[config.mk]
export PLATFORM = sky130hd
export DESIGN_NAME = seq_det_scan_ctrl
export DESIGN_NICKNAME = d
export VERILOG_FILES = /design/src/rtl/seq_det_scan_ctrl.sv
export SDC_FILE = /design/constraint.sdc
export NUM_CORES = 1
export LEC_CHECK = 0
export CORE_ASPECT_RATIO = 0.75
export CORE_UTILIZATION = 50
export DETAILED_ROUTE_END_ITERATION = 10
export MAX_ROUTING_LAYER = met4
export PLACE_DENSITY = 0.88
export SETUP_SLACK_MARGIN = 0.05
export SLEW_MARGIN = 10
export SYNTH_ARGS = -nofsm -noshare
export SYNTH_HDL_FRONTEND = slang
export SYNTH_SLANG_ARGS = --single-unit
[constraint.sdc]
create_clock -name clk -period 2.3 [get_ports clk]
set_clock_uncertainty 0.15 [all_clocks]
set_input_delay 0.23 -clock clk [delete_from_list [all_inputs] [get_ports clk]]
set_output_delay 0.23 -clock clk [all_outputs]
set_load 0.05 [all_outputs]
[src/rtl/seq_det_scan_ctrl.sv]
// seq_det_scan_ctrl: word-to-serial scan controller counting sequence-detector hits per word (optional SEQ_SCAN_FIRSTPOS_EN)
module seq_det_scan_ctrl #(
  parameter int WIDTH = 16,
  parameter int CNT_W = 5
) (
  input  logic                     clk,
  input  logic                     reset,
  input  logic                     in_valid,
  output logic                     in_ready,
  input  logic [WIDTH-1:0]         in_data,
  input  logic                     abort,
  output logic                     det_x,
  output logic                     det_rst,
  input  logic                     det_y,
  output logic                     out_valid,
  input  logic                     out_ready,
  output logic [CNT_W-1:0]         out_count,
  output logic                     out_hit,
`ifdef SEQ_SCAN_FIRSTPOS_EN
  output logic [$clog2(WIDTH)-1:0] out_first_pos,
`endif
  output logic                     out_sat
);
  localparam int BW = $clog2(WIDTH);
  localparam logic [1:0] IDLE = 2'd0, SHIFT = 2'd1, DRAIN = 2'd2, REPORT = 2'd3;
  logic [1:0]       state_q, state_d;
  logic [WIDTH-1:0] shreg_q, shreg_d;
  logic [BW-1:0]    bitcnt_q, bitcnt_d;
  logic [CNT_W-1:0] count_q, count_d;
  logic             sat_q, sat_d, run_q, hit;
`ifdef SEQ_SCAN_FIRSTPOS_EN
  logic [BW-1:0]    pos_q, pos_d;
`endif
  // det_y reports the bit sent in the previous cycle
  assign hit = det_y & ((state_q == SHIFT && bitcnt_q != '0) || state_q == DRAIN);
  always_comb begin
    state_d  = state_q;
    shreg_d  = shreg_q;
    bitcnt_d = bitcnt_q;
    count_d  = count_q;
    sat_d    = sat_q;
`ifdef SEQ_SCAN_FIRSTPOS_EN
    pos_d    = pos_q;
    if (hit && count_q == '0) pos_d = (state_q == DRAIN) ? BW'(WIDTH - 1) : bitcnt_q - 1'b1;
`endif
    if (hit) begin
      count_d = &count_q ? count_q : count_q + 1'b1;
      sat_d   = sat_q | &count_q;
    end
    if (state_q == IDLE) begin
      if (in_valid && run_q) begin
        state_d  = SHIFT;
        shreg_d  = in_data;
        bitcnt_d = '0;
        count_d  = '0;
        sat_d    = 1'b0;
`ifdef SEQ_SCAN_FIRSTPOS_EN
        pos_d    = '0;
`endif
      end
    end else if (abort && state_q != REPORT) begin
      state_d = IDLE;
    end else if (state_q == SHIFT) begin
      shreg_d  = shreg_q << 1;
      bitcnt_d = bitcnt_q + 1'b1;
      state_d  = (bitcnt_q == BW'(WIDTH - 1)) ? DRAIN : SHIFT;
    end else if (state_q == DRAIN) begin
      state_d = REPORT;
    end else if (out_ready) begin
      state_d = IDLE;
    end
  end
  always_ff @(posedge clk or negedge reset) begin
    if (!reset) begin
      state_q  <= IDLE;
      shreg_q  <= '0;
      bitcnt_q <= '0;
      count_q  <= '0;
      sat_q    <= 1'b0;
      run_q    <= 1'b0;
`ifdef SEQ_SCAN_FIRSTPOS_EN
      pos_q    <= '0;
`endif
    end else begin
      state_q  <= state_d;
      shreg_q  <= shreg_d;
      bitcnt_q <= bitcnt_d;
      count_q  <= count_d;
      sat_q    <= sat_d;
      run_q    <= 1'b1;
`ifdef SEQ_SCAN_FIRSTPOS_EN
      pos_q    <= pos_d;
`endif
    end
  end
  assign in_ready  = state_q == IDLE && run_q;
  assign det_rst   = state_q == IDLE || state_q == REPORT;
  assign det_x     = state_q == SHIFT && shreg_q[WIDTH-1];
  assign out_valid = state_q == REPORT;
  assign out_count = count_q;
  assign out_hit   = |count_q;
  assign out_sat   = sat_q;
`ifdef SEQ_SCAN_FIRSTPOS_EN
  assign out_first_pos = pos_q;
`endif
endmodule

==> flow_summary.toml <==
[timing]
final-hold-violation-count = 0
holdWs_ns = 0.197
layout_min_cycle_time_ns = 2.07
min_period_over_period = 0.899
tns_ns = 0
max_clock_freq_mhz = 483
worst_pin_slew_ns = 0.524
rsz0062_at_grt = "false"
maxSlewViolCount = 0
slew_headroom = 0.641
setup_violations = 0

[final_layout]
multi_input_area_sq_um = 758
fill_cells = 226
insertedDiodeCount = 0
drive_above_1_share = 0.102
ff_latch_area_sq_um = 726
area_growth_pct = 28.5
nets = 217

[route]
vias = 1218
viasPerCell = 5.41
drt_pre_antenna_iters = 4
avgRoutedWirePerCell_microns = 14.6
drc = 0
ant_nets = 0
drtIter0Drc = 38
drt-total-wl_microns = 3280

[critical_path]
cp-end-kind = "primary output"
critPathLaunch = "out_count[0]"
path_class = "flip-flop to primary output"
worst_ep_arrival_time_ns = 1.69
crit_required_ns = 1.92
r2r_start = "state_q[0]"
critPathLaunchType = "flip-flop"
crit_fanout = 5

[global_routing]
grt_pass1_vias = 1240
grt_pass1_wl_microns = 5620
grt_overflow = 0
grt_max_degree = 34
gr-usage-all-layers = 0.241
antenna_found_initial = 0

[job]
maxCapViolations = 0

[die]
die_x_microns = 66.2
num_io_pins = 33
initial_core_util = 0.527
dieHeight_microns = 50.2
placementRows = 17
core_sq_um = 2940
die-area_sq_um = 3320

[clocking]
clkLatencyLatePin_ns = 0.28
clockBufferDepth = 2
numCtsBuffers = 5
tritoncts = "done"
cts_setup_buffers = 0
cts_max_level = 2
root_buffer = "clkbuf_8"
cts_hold_buf = 0
cts-resized-gates = 0
clk_pin_slew_ns = 0.06
cts_sinks = 29

[power_and_ir_drop]
power.density_nw_per_um2 = 1440
seq_power_share = 0.314
peakVddDrop_uv = 1060
intPower_uw = 1590
pwr-share-clk = 0.143
swShare = 0.446
switchingPower_uw = 1280
combPwrFrac = 0.543
total_leakage_power_uw = 0.000905

[logic_synthesis]
synth_top_area_frac = 0.469
syn_area_sq_um = 1550
synth_fp_nets = 183
syn-instance-count = 153
synthFlopType = "dfrtp_1"
yosys_warnings = 0
yosysMostFrequentCell = "dfrtp_1"
yosysUniqueCellTypes = 34
synth.avg_cell_area_sq_um = 10.1
seq_area_frac_synth = 0.469
synthArstFlopShare = 1.00
synth_commonest_cells = "dfrtp_1, a21oi_1, nor2_1, mux2i_1, ha_1"
yosys_register_bits = 29
yosysTopAreaCell = "dfrtp_1"
synthTopCellsByArea = "dfrtp_1, mux2i_1, a21oi_1"
synth-edff-count = 0

[hold_path]
hp-class = "input pin to asynchronous set/reset pin"

[placed_design]
place_hpwl_microns = 2360
gp_congestion = 0.855
port_buffers = 32

[run_status]
status = "finished clean"
-- registers in the layout (all words and copies together) (netlist names) --
signal	flops
bitcnt_q	4
state_q	2
shreg_q	16
out_sat	1
out_count	5
run_q	1
-- power by group through the flow --
stage	logic, uW	registers, uW	clock network, uW
after floorplan	1100	955	0
after global placement	1490	886	0
after detailed placement	1560	903	0
after CTS	1570	901	419
after global routing	1710	936	444
final	1560	902	411
-- worst max-delay path, stage by stage, from the launching register on --
cell	delay, ns
dfrtp_1	0.42
inv_1	0.07
ha_1	0.14
or4b_2	0.57
buf_4	0.21
-- cell usage in the layout (no fill, tap or decap), types with 2 or more instances in the layout --
cell type	instances
dfrtp_1	29
clkdlybuf4s50_1	28
a21oi_1	22
nor2_1	22
mux2i_1	16
ha_1	8
inv_1	7
clkbuf_8	6
buf_4	6
nand3_1	4
and3_1	3
nand4_1	3
nor3_1	3
a21o_1	2
and4_1	2
xnor2_1	2
and2_1	2
nor2b_1	2
a22o_1	2
-- cell type report --
| class | instances | share of cell area |
|---|---|---|
| multi-input combinational | 109 | 0.381 |
| clock buffer | 7 | 0.0434 |
| sequential | 29 | 0.365 |
| timing repair buffer | 35 | 0.174 |
| inverter | 7 | 0.0132 |
| tap | 38 | 0.0239 |
-- logic make-up after synthesis --
kind of cell	after synthesis	synth area share
AOI/OAI and AO/OA	34	0.132
xor gates and xnor gates	2	0.0113
adders and majority gates	8	0.0647
buffers and inverters	15	0.0412
DFF	29	0.469
muxes	16	0.103
other	1	0.00242
and+or+nand+nor	48	0.176
-- per-stage QoR --
stage,instance area [sq um],instances,setup slack [ns],util,total power [uW]
floorplan,1550,153,0.320,-,2050
global placement,1900,218,0.469,0.648,2370
detailed placement,1900,218,0.348,0.648,2460
CTS,1990,225,0.215,0.678,2890
global route,1990,225,0.132,0.678,3090
finish,1990,225,0.232,0.678,2870
-- final timing paths --
check,to,cells after the start,slack (ns)
max in group asynchronous,shreg_q[9],2,1.53
min in group clk,shreg_q[0],1,0.36
min reg2reg,shreg_q[0],1,0.36
max reg2reg,bitcnt_q[2],7,0.31
min,shreg_q[2],2,0.20
max,out_hit,4,0.23
-- metal layers --
metal | track usage | part of all wire | vias up
li1 | - | - | 603
met1 | 0.300 | 0.43 | 578
met2 | 0.378 | 0.51 | 33
met3 | 0.0636 | 0.050 | 4
met4 | 0.0922 | 0.011 | 0
met5 | - | 0 | -
No activity file was read; power rests on OpenSTA's default activity.
